[src/rtl/edib_pkg.sv]
// Shared types for the EDIB receiver: one-hot frame states, frame type codes
// and the sync pattern generator.
package edib_pkg;

  typedef enum logic [3:0] {
    ST_IDLE = 4'b0001,
    ST_HUNT = 4'b0010,
    ST_DATA = 4'b0100,
    ST_DONE = 4'b1000
  } state_t;

  localparam logic TYPE_CMD  = 1'b0;
  localparam logic TYPE_DATA = 1'b1;

  localparam int SYNC_MAX = 16;

  // First line bit lands in the MSB: command is 1..1 0..0, data is 0..0 1..1.
  function automatic logic [2*SYNC_MAX-1:0] sync_pattern(input int len, input logic typ);
    logic [2*SYNC_MAX-1:0] half;
    half = (32'(1) << len) - 32'(1);
    return (typ == TYPE_CMD) ? (half << len) : half;
  endfunction

endpackage

[src/rtl/edib_bit_sampler.sv]
// Line synchroniser, edge-resynchronised bit timer and majority-vote sampler.
// bit_stb/bit_dat are combinational from the timer; no backpressure.
module edib_bit_sampler #(
  parameter int BIT_CLKS = 576,
  parameter int SAMPLE_N = 12
) (
  input  logic clk,
  input  logic rst_n,
  input  logic line,
  output logic bit_dat,
  output logic bit_stb
);

  localparam int TW = $clog2(BIT_CLKS);
  localparam int SW = $clog2(SAMPLE_N + 1);
  localparam int W0 = BIT_CLKS / 2 - SAMPLE_N / 2;
  localparam logic [TW-1:0] T_LAST   = TW'(BIT_CLKS - 1);
  localparam logic [TW-1:0] T_WIN_LO = TW'(W0);
  localparam logic [TW-1:0] T_WIN_HI = TW'(W0 + SAMPLE_N - 1);
  localparam logic [TW-1:0] T_DEC    = TW'(W0 + SAMPLE_N);

  logic          sync1, sync2, prev;
  logic [TW-1:0] timer;
  logic [SW-1:0] sum;
  logic          line_edge;

  assign line_edge = (sync2 != prev);

  always_ff @(posedge clk or negedge rst_n) begin
    if (!rst_n) begin
      sync1 <= 1'b1;
      sync2 <= 1'b1;
      prev  <= 1'b1;
      timer <= '0;
      sum   <= '0;
    end else begin
      sync1 <= line;
      sync2 <= sync1;
      prev  <= sync2;
      if (line_edge || timer == T_LAST) timer <= '0;
      else                              timer <= timer + 1'b1;
      if (timer == '0)                                   sum <= '0;
      else if (timer >= T_WIN_LO && timer <= T_WIN_HI)   sum <= sum + SW'(sync2);
    end
  end

  // Strict majority; a tie with even SAMPLE_N resolves to 0.
  assign bit_stb = (timer == T_DEC);
  assign bit_dat = ({sum, 1'b0} > (SW + 1)'(SAMPLE_N));

endmodule

[src/rtl/edib_rx_param.sv]
// EDIB serial receiver: sync hunt, Manchester-pair payload + odd parity, held word.
// rx_valid rises 2 Clk after the final bit strobe; a frame arriving while a word is unacked is dropped (overrun).
module edib_rx_param
  import edib_pkg::*;
#(
  parameter int BIT_CLKS     = 576,
  parameter int SAMPLE_N     = 12,
  parameter int DATA_W       = 16,
  parameter int SYNC_LEN     = 3,
  parameter int TIMEOUT_BITS = 10200
) (
  input  logic              Clk,
  input  logic              Rstn,
  input  logic              CMDIn,
  input  logic              en,
  input  logic              rx_ack,
  output logic              rx_valid,
  output logic [DATA_W-1:0] rx_data,
  output logic              rx_type,
  output logic              par_err,
  output logic              man_err,
  output logic              overrun,
  output logic [15:0]       frame_cnt,
  output logic              timeout
);

  localparam int SL2   = 2 * SYNC_LEN;
  localparam int NBITS = 2 * (DATA_W + 1);
  localparam int IW    = $clog2(NBITS);
  localparam int CW    = $clog2(SL2 + 1);
  localparam int HW    = $clog2(TIMEOUT_BITS + 1);
  localparam logic [SL2-1:0] SYNC_CMD  = SL2'(sync_pattern(SYNC_LEN, TYPE_CMD));
  localparam logic [SL2-1:0] SYNC_DATA = SL2'(sync_pattern(SYNC_LEN, TYPE_DATA));

  logic              bit_dat, bit_stb;
  state_t            state, state_nxt;
  logic [SL2-1:0]    sync_sr, sync_next;
  logic [CW-1:0]     sync_cnt;
  logic [HW-1:0]     hunt_cnt;
  logic [IW-1:0]     idx;
  logic [DATA_W-1:0] data_sr;
  logic              par_bit, first_bit, man_flag, type_lat;
  logic              sync_full, sync_hit, last_bit, done;

  edib_bit_sampler #(.BIT_CLKS(BIT_CLKS), .SAMPLE_N(SAMPLE_N)) u_sampler (
    .clk     (Clk),
    .rst_n   (Rstn),
    .line    (CMDIn),
    .bit_dat (bit_dat),
    .bit_stb (bit_stb)
  );

  assign sync_next = {sync_sr[SL2-2:0], bit_dat};
  assign sync_full = (sync_cnt >= CW'(SL2 - 1));
  assign sync_hit  = bit_stb && sync_full && (sync_next == SYNC_CMD || sync_next == SYNC_DATA);
  assign last_bit  = bit_stb && (idx == IW'(NBITS - 1));

  always_ff @(posedge Clk or negedge Rstn) begin
    if (!Rstn) state <= ST_IDLE;
    else       state <= state_nxt;
  end

  always_comb begin
    state_nxt = state;
    done      = 1'b0;
    case (state)
      ST_IDLE: if (en) state_nxt = ST_HUNT;
      ST_HUNT: if (sync_hit) state_nxt = ST_DATA;
      ST_DATA: if (last_bit) state_nxt = ST_DONE;
      ST_DONE: begin
        done      = 1'b1;
        state_nxt = ST_HUNT;
      end
      default: state_nxt = ST_IDLE;
    endcase
    if (!en) state_nxt = ST_IDLE;
  end

  always_ff @(posedge Clk or negedge Rstn) begin
    if (!Rstn) begin
      sync_sr   <= '0;
      sync_cnt  <= '0;
      hunt_cnt  <= '0;
      idx       <= '0;
      data_sr   <= '0;
      par_bit   <= 1'b0;
      first_bit <= 1'b0;
      man_flag  <= 1'b0;
      type_lat  <= TYPE_CMD;
      timeout   <= 1'b0;
    end else begin
      timeout <= 1'b0;
      case (state)
        ST_IDLE: if (en) begin
          sync_sr  <= '0;
          sync_cnt <= '0;
          hunt_cnt <= '0;
        end
        ST_HUNT: if (bit_stb) begin
          sync_sr <= sync_next;
          if (!sync_full) sync_cnt <= sync_cnt + 1'b1;
          if (sync_hit) begin
            type_lat <= (sync_next == SYNC_DATA) ? TYPE_DATA : TYPE_CMD;
            hunt_cnt <= '0;
            idx      <= '0;
            man_flag <= 1'b0;
          end else if (hunt_cnt == HW'(TIMEOUT_BITS - 1)) begin
            hunt_cnt <= '0;
            timeout  <= 1'b1;
          end else begin
            hunt_cnt <= hunt_cnt + 1'b1;
          end
        end
        ST_DATA: if (bit_stb) begin
          idx <= idx + 1'b1;
          // Even index carries the value, odd index must be its complement.
          if (!idx[0]) begin
            first_bit <= bit_dat;
            if (idx == IW'(NBITS - 2)) par_bit <= bit_dat;
            else                       data_sr <= {data_sr[DATA_W-2:0], bit_dat};
          end else if (bit_dat == first_bit) begin
            man_flag <= 1'b1;
          end
        end
        ST_DONE: begin
          sync_sr  <= '0;
          sync_cnt <= '0;
        end
        default: ;
      endcase
    end
  end

  always_ff @(posedge Clk or negedge Rstn) begin
    if (!Rstn) begin
      rx_valid  <= 1'b0;
      rx_data   <= '0;
      rx_type   <= 1'b0;
      par_err   <= 1'b0;
      man_err   <= 1'b0;
      overrun   <= 1'b0;
      frame_cnt <= '0;
    end else begin
      if (done && (!rx_valid || rx_ack)) begin
        rx_valid  <= 1'b1;
        rx_data   <= data_sr;
        rx_type   <= type_lat;
        par_err   <= ~(^data_sr ^ par_bit);
        man_err   <= man_flag;
        frame_cnt <= frame_cnt + 16'd1;
      end else if (rx_ack) begin
        rx_valid  <= 1'b0;
      end
      if (done && rx_valid && !rx_ack) overrun <= 1'b1;
      else if (rx_ack)                 overrun <= 1'b0;
    end
  end

endmodule
[config.mk]
export PLATFORM = sky130hd
export DESIGN_NAME = edib_rx_param
export DESIGN_NICKNAME = d
export VERILOG_FILES = /design/src/rtl/edib_pkg.sv /design/src/rtl/edib_bit_sampler.sv /design/src/rtl/edib_rx_param.sv
export SDC_FILE = /design/constraint.sdc
export NUM_CORES = 1
export LEC_CHECK = 0
export CAP_MARGIN = 20
export CORE_MARGIN = 1
export CORE_UTILIZATION = 43
export CTS_CLUSTER_SIZE = 16
export DETAILED_ROUTE_END_ITERATION = 7
export GPL_TIMING_DRIVEN = 0
export HOLD_SLACK_MARGIN = 0.12
export PLACE_DENSITY = 0.71
export SYNTH_ARGS = -nofsm -noshare
export SYNTH_HDL_FRONTEND = slang
export SYNTH_HIERARCHICAL = 1
export SYNTH_SLANG_ARGS = --single-unit
[constraint.sdc]
create_clock -name Clk -period 6.1 [get_ports Clk]
set_input_delay 0.61 -clock Clk [delete_from_list [all_inputs] [get_ports Clk]]
set_output_delay 0.61 -clock Clk [all_outputs]
set_load 0.03 [all_outputs]
Yosys cells after proc, flatten, opt, wreduce, memory -nomap -nowiden
Cells that the tools add are included.

Add/sub/neg operators: 6. $lt $le $gt $ge: 4. Equal/unequal tests: 22. Multiplexer cells: 38. Bitwise gates (word level): 4. Reductions and logical operators: 31.

Operator list (count): two-way mux 14 bit (4); case mux 14 bit (2 select lines) (1); two-way mux 4 bit (5); equality test 6 bit, second input constant (3); two-way mux 6 bit (3); adder 16 x 1 -> 16 bit, second input constant (1); AND reduction 4 bit (4); XOR reduction 16 bit (1); case mux 5 bit (3 select lines) (1); adder 14 x 1 -> 14 bit, second input constant (1); equality test 14 bit, second input constant (1); two-way mux 1 bit (14); inequality test 2 bit, second input constant (7); case mux 4 bit (3 select lines) (1); case mux 6 bit (2 select lines) (1); AND reduction 3 bit (4); adder 10 x 1 -> 10 bit, second input constant (1); equality test 10 bit, second input constant (1); equality test 10 x 9 -> 1 bit, second input constant (1); greater-or-equal comparator 10 x 9 -> 1 bit, second input constant (1); <= comparator 10 x 9 -> 1 bit, second input constant (1); logical NOT 10 bit (1); two-way mux 10 bit (1); two-way mux 5 bit (2); 26 further kinds (44).

Bits in registers: 107. Output and inout bits: 38. Word-level logic and storage cells: 128.

Longest topological paths before layout
Gate-level depths: netlist (run 1).

Depth in word-level cells: 7. Gate-level depth with buffers: 10. Mapped depth without buffers: 9.

Hierarchy
Netlist (run 1), hierarchy kept.

By module, submodules not included: edib_rx_param (times used 1, cells an instance 417, area an instance 4301.6 um^2, sequential area each 2253.4 um^2); edib_bit_sampler (times used 1, cells an instance 90, area an instance 928.4 um^2, sequential area each 429.2 um^2).

Worst setup path before layout (run 1)
OpenSTA, ideal clock, no wires.

Path type: reg-to-reg. Start: reg u_sampler.timer[6]. End: reg hunt_cnt[11]. Library setup time: 0.087 ns. Arrival time: 2.895 ns. Required time: 6.013 ns. Slack: 3.118 ns. Cell stages (with the launch flop): 8. Path buffers: 0. Cells stage by stage: dfrtp_1 or4b_1 nor3_1 and3b_1 o21ai_1 or4_4 or3_1 a22oi_1.

Cells in the longest elaborated chain, start to end: 6. Elaborated cells between the ends (all ways): 8. Those cells by class: eq/ne (2); mux (3); reduce/logical (3).

RTL lines: start, declared (line edib_bit_sampler.sv:23) `logic [TW-1:0] timer;`; start signal, assigned (line edib_bit_sampler.sv:41) `else timer <= timer + 1'b1;`; equality test 10 x 9 -> 1 bit (*) (line edib_bit_sampler.sv:48) `assign bit_stb = (timer == T_DEC);`; via bit_stb (line edib_rx_param.sv:35) `logic bit_dat, bit_stb;`; logical AND 1 bit (2 in a row) (line edib_rx_param.sv:55) `assign sync_hit = bit_stb && sync_full && (sync_next == SYNC_CMD || sync_next == SYNC_DATA);`; two-way mux 14 bit (line edib_rx_param.sv:102) `if (sync_hit) begin`; two-way mux 14 bit (line edib_rx_param.sv:99) `ST_HUNT: if (bit_stb) begin`; case mux 14 bit (2 select lines) (line edib_rx_param.sv:93) `case (state)`; end signal, assigned (line edib_rx_param.sv:111) `hunt_cnt <= hunt_cnt + 1'b1;`; end, declared (line edib_rx_param.sv:39) `logic [HW-1:0] hunt_cnt;`.

The timed path passes the listed nets; every way through them passes the cells marked *. The select of a mux whose other input is x is not followed. A chain may end at the register's enable or synchronous reset.

Worst setup path after layout (run 1)
Start: reg u_sampler.timer[6]. End: reg type_lat.

Cells in the longest elaborated chain, start to end: 4.

RTL lines: equality test 10 x 9 -> 1 bit (*) (line edib_bit_sampler.sv:48); via bit_stb (line edib_rx_param.sv:35); logical AND 1 bit (2 in a row) (line edib_rx_param.sv:55); AND reduction 3 bit (no source line) (*); end signal, assigned (line edib_rx_param.sv:103) `type_lat <= (sync_next == SYNC_DATA) ? TYPE_DATA : TYPE_CMD;`; end, declared (line edib_rx_param.sv:42) `logic par_bit, first_bit, man_flag, type_lat;`.

The timed path passes the listed nets; every way through them passes the cells marked *.

==> results of run 1 <==
## cell type report
type	count	area, um2
Buffer	16	88.84
Clock buffer	9	225.2
Clock inverter	7	83.83
Fill cell	1038	5458
Inverter	18	67.56
Multi-Input combinational cell	366	2391
Sequential cell	107	2683
Tap cell	143	178.9
Timing Repair Buffer	43	437.9
## stage by stage
| stage | cells | hold WS (ns) | cell area, um2 |
|---|---|---|---|
| 3_3_place_gp | 692 | 0.3559 | 5829 |
| 3_5_place_dp | 693 | 0.3560 | 5847 |
| 4_1_cts | 709 | 0.3670 | 6156 |
| 2_1_floorplan | 507 | 0.3144 | 5230 |
| 5_1_grt | 709 | 0.3728 | 6156 |
| 6_report | 709 | 0.3515 | 6156 |
## state kept, by name, indices dropped and copies added (netlist names), 5 cells and up
| signal | count |
|---|---|
| data_sr | 16 |
| sync_sr | 5 |
| hunt_cnt | 14 |
| frame_cnt | 16 |
| rx_data | 16 |
| idx | 6 |
| u_sampler/timer | 10 |
## worst reg2reg max path, cell delays in order, from the launching register on
cell,delay (ns)
dfrtp_1,0.42
or4b_1,0.65
nor3_1,0.87
nand3b_1,0.23
nor3_1,0.64
and3_1,0.25
buf_2,0.18
mux2_2,0.35
## layout by cell type, fill, tap and decap left out, types with 13 or more instances in the layout
master and count:
mux2_2 19, xor2_1 14, clkdlybuf4s50_1 41, ha_1 14, nor2_1 33, dfrtp_1 103
inv_1 18, nor3_1 13, nand2_1 95, nand3_1 22, xnor2_1 33
## final timing paths
kind	slack, ns	from	end
min reg2reg	0.37	u_sampler/sync1$_DFF_PN1_	u_sampler/sync2$_DFF_PN1_
min	0.35	Rstn	hunt_cnt[9]$_DFFE_PN0P_
max reg2reg	2.40	u_sampler/timer[6]$_DFF_PN0_	type_lat$_DFFE_PN0P_
max	2.40	u_sampler/timer[6]$_DFF_PN0_	type_lat$_DFFE_PN0P_
min in group Clk	0.37	u_sampler/sync1$_DFF_PN1_	u_sampler/sync2$_DFF_PN1_
max in group asynchronous	4.99	Rstn	u_sampler/prev$_DFF_PN1_
## kinds of logic (layout without fill, tap and decap cells)
logic type,Yosys count,after routing,synth area share
and+or+nand+nor,226,226,0.2213
DFF,107,107,0.5129
AOI/OAI and AO/OA,55,55,0.07082
xor gates and xnor gates,48,48,0.08302
buffers and inverters,34,93,0.02990
muxes,23,23,0.04857
adders and majority gates,14,14,0.03349
## power groups by stage
stage / sequential [W] / clock, W / combinational (W)
finish: 0.000727 / 0.000600 / 0.000102
global route: 0.000728 / 0.000654 / 0.000116
global placement: 0.000741 / 0 / 0.0000981
floorplan: 0.000739 / 0 / 0.0000678
CTS: 0.000727 / 0.000617 / 0.000104
detailed placement: 0.000740 / 0 / 0.000104
## metal layers
layer  track usage  vias up  share of wire
met3       0.05022       15          0.044
met4       0.06489        0          0.018
met5             0        -              0
met1        0.2152     1780           0.47
met2        0.2712       73           0.47
li1              -     1854              -
==> metrics.csv, run 1 <==
metric,value,unit
setup_viol,0,
routed_wl,9708,um
critPathKind,reg -> reg,
synth_common_cells,"dfrtp_1 (103), nand2_1 (95), nor2_1 (33), xnor2_1 (33), nand3_1 (22)",
grt_pass1_wl,16970,um
powerDensity,232.1,nW/um2
wl_per_cell,13.69,um
report.power.total,0.001429,W
relSlewSlack,0.3056,
num_antenna_cells,0,
synth.distinct_cells,61,
tritoncts,built,
cts-htree-levels,3,
crit_buf_inv,1,
leakagePower,2.774,nW
fp.dieW,112.3,um
syn_inst,507,
fin_crit_sh,0.6069,
worstPathCellList,or4b_1 -> nor3_1 -> nand3b_1 -> nor3_1 -> and3_1 -> buf_2 -> mux2_2,
rsz0062_at_grt,no,
clkTransAtPathRegs,0.07,ns
avgSynthCellArea,10.32,um2
synthTopCellsByArea,"dfrtp_1 (49%), nand2_1 (6.8%), xnor2_1 (5.5%)",
crit_path_start_kind,flip-flop,
io_pins,43,
syn_area,5230,um2
fin_ws,2.398,ns
outcome,finished with violations,
rows,39,
cts_hold_buf,0,
yosys_warnings,6,
combPwrFrac,0.072,
p_switching,0.0003498,W
p_sw_frac,0.2448,
finalMaxSlewViolations,0,
path_common_cell,nor3_1,
cp.depth,7,
grt_max_degree,66,
cts_resized,0,
gp_congestion,0.8163,
core_area,11610,um2
initialDrtViolationCount,188,
postCtsSetupBuffers,0,
drc,7,
crit_arrival,3.94,ns
grt_pass1_vias,3698,
yosys_register_bits,107,
fmax,0.2701,GHz
worstMarginPinSlew,1.034,ns
cts_buffer_depth,2,
initial_core_util,0.4503,
finalClockSkew,0.01482,ns
synth-edff-count,0,
period_needed,3.702,ns
critPathMaxStageDelay,0.87,ns
syn_nets,526,
clock-sinks,107,
synth_top_flop_cell,dfrtp_1,
vias,3722,
cp_top_family,simple AND/OR/NAND/NOR gates,
clkPwrFrac,0.420,
antenna_found_initial,0,
synth_top_area_frac,0.4928,
vdd_drop_max,0.0001163,V
ys_async_sr_fraction,1.000,
cp.required,6.34,ns
nNetsFinal,580,
failed_checks,design-rule violations,
synthToLayoutAreaGrowth,17.70,%
p_int,0.001079,W
firstDrtPassIters,6,
cts_made_buffers,9,
maxCapViolCount,0,
grt_usage,0.1687,
post-place-ws,2.404,ns
crit_fanout,9,
vias_per_cell,5.250,
dieArea,12610,um2
hp-class,in -> async,
finalSetupTns,0,ns
portBuffers,42,
pwr-share-seq,0.509,
fin_util,0.5301,
cts-root-buf,clkbuf_16,
clock_latency,0.36,ns
drive_gt1_frac,0.1237,
yosysTopAreaCell,dfrtp_1,
finalHoldViolations,0,
ant_nets,0,
crit_slowest_cell,nor3_1,
end_kind,flip-flop,
die_h,112.3,um
yosys.cell_count.top_type,dfrtp_1,
dp_hpwl,6916,um
yosysSeqAreaShare,0.5129,
overflow,0,
r2r_cells,7,
(Power assumes the default switching activity.)
==> inputs of run 2 (changes only) <==
- clock period: 6.1 -> 3.56 ns (I/O delays scaled with it)
==> metrics.csv, run 2 (synthesis gave the netlist of run 1 again) <==
metric,value,unit,change
reg2reg_slack,0.35,ns,-2.04 ns
powerDensity,397.9,nW/um2,+71%
crit_path_start_kind,flip-flop,,
rsz0062_at_grt,no,,
num_antenna_cells,0,,unchanged
rows,39,,unchanged
final_common_cell,dfrtp_1,,
io_pins,43,,unchanged
outcome,finished with violations,,
ant_nets,0,,unchanged
place_area,5847,um2,unchanged
clock_latency,0.36,ns,about the same
critPathKind,reg -> reg,,
finalSetupTns,0,ns,unchanged
setup_viol,0,,unchanged
routed_wl,9744,um,+0.37%
leakagePower,2.778,nW,+0.17%
pwr-share-seq,0.507,,-0.002
vias_per_cell,5.267,,+0.32%
finalHoldViolations,0,,unchanged
drc,7,,unchanged
grt_max_degree,66,,unchanged
grt_pass1_vias,3693,,-0.14%
worstMarginPinSlew,0.8179,ns,-0.2157 ns
gp_congestion,0.8163,,unchanged
synthToLayoutAreaGrowth,17.89,%,
grt_usage,0.1689,,+0.0002362
dieArea,12610,um2,unchanged
failed_checks,design-rule violations,,
p_sw_frac,0.2463,,+0.001481
clkPwrFrac,0.421,,about the same
drive_gt1_frac,0.1272,,+0.003534
postCtsSetupBuffers,0,,unchanged
cp.required,3.83,ns,-2.51 ns
crit_arrival,3.48,ns,-0.46 ns
cts_hold_buf,0,,unchanged
use_met2,0.2733,,+0.002070
initialDrtViolationCount,189,,+0.53%
fp.dieW,112.3,um,unchanged
cts-htree-levels,3,,unchanged
crit_fanout,9,,unchanged
cts-root-buf,clkbuf_16,,
initial_core_util,0.4503,,unchanged
period_needed,3.206,ns,-0.4960 ns
nNetsFinal,580,,unchanged
end_kind,flip-flop,,
grt.met1_usage,0.2160,,+0.0007092
portBuffers,42,,unchanged
overflow,0,,unchanged
relSlewSlack,0.4547,,+0.1491
cts_buffer_depth,2,,unchanged
p_int,0.001849,W,+71%
vias,3734,,+0.32%
top_regs,"data_sr: 16 flops, frame_cnt: 16 flops, rx_data: 16 flops",,
maxCapViolCount,0,,unchanged
finalMaxSlewViolations,0,,unchanged
die_h,112.3,um,unchanged
wl_per_cell,13.74,um,+0.37%
layout_common_cells,"dfrtp_1 (103), nand2_1 (95), clkdlybuf4s50_1 (41), nor2_1 (33), xnor2_1 (33)",,
fillCellCount,1038,,unchanged
fin_crit_sh,0.9006,,+0.2937
core_area,11610,um2,unchanged
combPwrFrac,0.071,,about the same
antenna_found_initial,0,,unchanged
vdd_drop_max,0.0001992,V,+71%
firstDrtPassIters,6,,unchanged
clock-sinks,107,,unchanged
p_switching,0.0006042,W,+73%
finish.instance_area,6166,um2,+0.16%
cts_made_buffers,9,,unchanged
hp-class,in -> async,,
grt_pass1_wl,16990,um,about the same
clkTransAtPathRegs,0.07,ns,about the same
grt-busiest-layer,met2,,
fmax,0.3119,GHz,+15%
dp_hpwl,6916,um,unchanged
tritoncts,built,,
finalClockSkew,0.01407,ns,-0.0007507 ns
use_met3,0.04968,,-0.0005400
==> run 2: cell type report <==
cell class              instances  area (um2)  share of cell area
repair buffers                 43       437.9             0.07102
plain buffers                  16       88.84             0.01441
well taps                     143       178.9             0.02902
inverters                      18       67.56             0.01096
multi-input cells             366        2401              0.3894
flip-flops and latches        107        2683              0.4351
clock buffers                   9       225.2             0.03653
clock inverters                 7       83.83             0.01360
==> run 2: timing repair <==
action / 4_1_cts / 5_1_grt
endpoints found under the setup margin: 5 / 3
gates cloned: 0 / 0
pin swaps: 0 / 0
resized for setup: 1 / 1
==> run 2: metrics by stage <==
step                      instances  setup WS, ns  total power (W)  hold slack (ns)  utilization
final                           709        0.3540         0.002453          0.09860       0.5309
after global routing            709        0.1796         0.002567           0.1604       0.5309
after CTS                       709        0.1801         0.002480           0.1302       0.5305
after detailed placement        693       -0.1361         0.001446           0.3560       0.5034
after global placement          692        -1.887         0.001437           0.3559       0.5019
after floorplan                 507        0.5781         0.001382          0.06041            -
==> run 2: worst max-delay path, stage by stage, from the launching register on <==
cell and delay, ns:
dfrtp_1 0.42, or4b_1 0.66, nor3_2 0.56, and3b_1 0.28
o21ai_1 0.14, or4_4 0.58, or3_1 0.32, a22oi_1 0.16
==> run 2: final timing paths <==
check                                             start                        end  cells past startpoint
setup / recovery           u_sampler/timer[6]$_DFF_PN0_   hunt_cnt[11]$_DFFE_PN0P_                      7
hold / removal                                     Rstn    hunt_cnt[9]$_DFFE_PN0P_                      1
setup reg to reg           u_sampler/timer[6]$_DFF_PN0_   hunt_cnt[11]$_DFFE_PN0P_                      7
hold reg to reg               u_sampler/sync1$_DFF_PN1_  u_sampler/sync2$_DFF_PN1_                      0
max in group asynchronous                          Rstn   u_sampler/prev$_DFF_PN1_                      2
min in group Clk              u_sampler/sync1$_DFF_PN1_  u_sampler/sync2$_DFF_PN1_                      0
==> run 2: power groups by stage <==
| stage | Clock [W] | Combinational [W] | Sequential (W) |
|---|---|---|---|
| after floorplan | 0 | 0.000116 | 0.00127 |
| after global placement | 0 | 0.000168 | 0.00127 |
| after detailed placement | 0 | 0.000178 | 0.00127 |
| after CTS | 0.00106 | 0.000178 | 0.00125 |
| after global routing | 0.00112 | 0.000199 | 0.00125 |
| final | 0.00103 | 0.000175 | 0.00125 |
==> run 2: per-layer routing <==
layer | vias to the layer above | part of all wire | routed length, um
li1 | 1860 | - | -
met1 | 1778 | 0.47 | 4610
met2 | 81 | 0.47 | 4554
met3 | 15 | 0.044 | 425
met4 | 0 | 0.016 | 154
met5 | - | 0 | 0
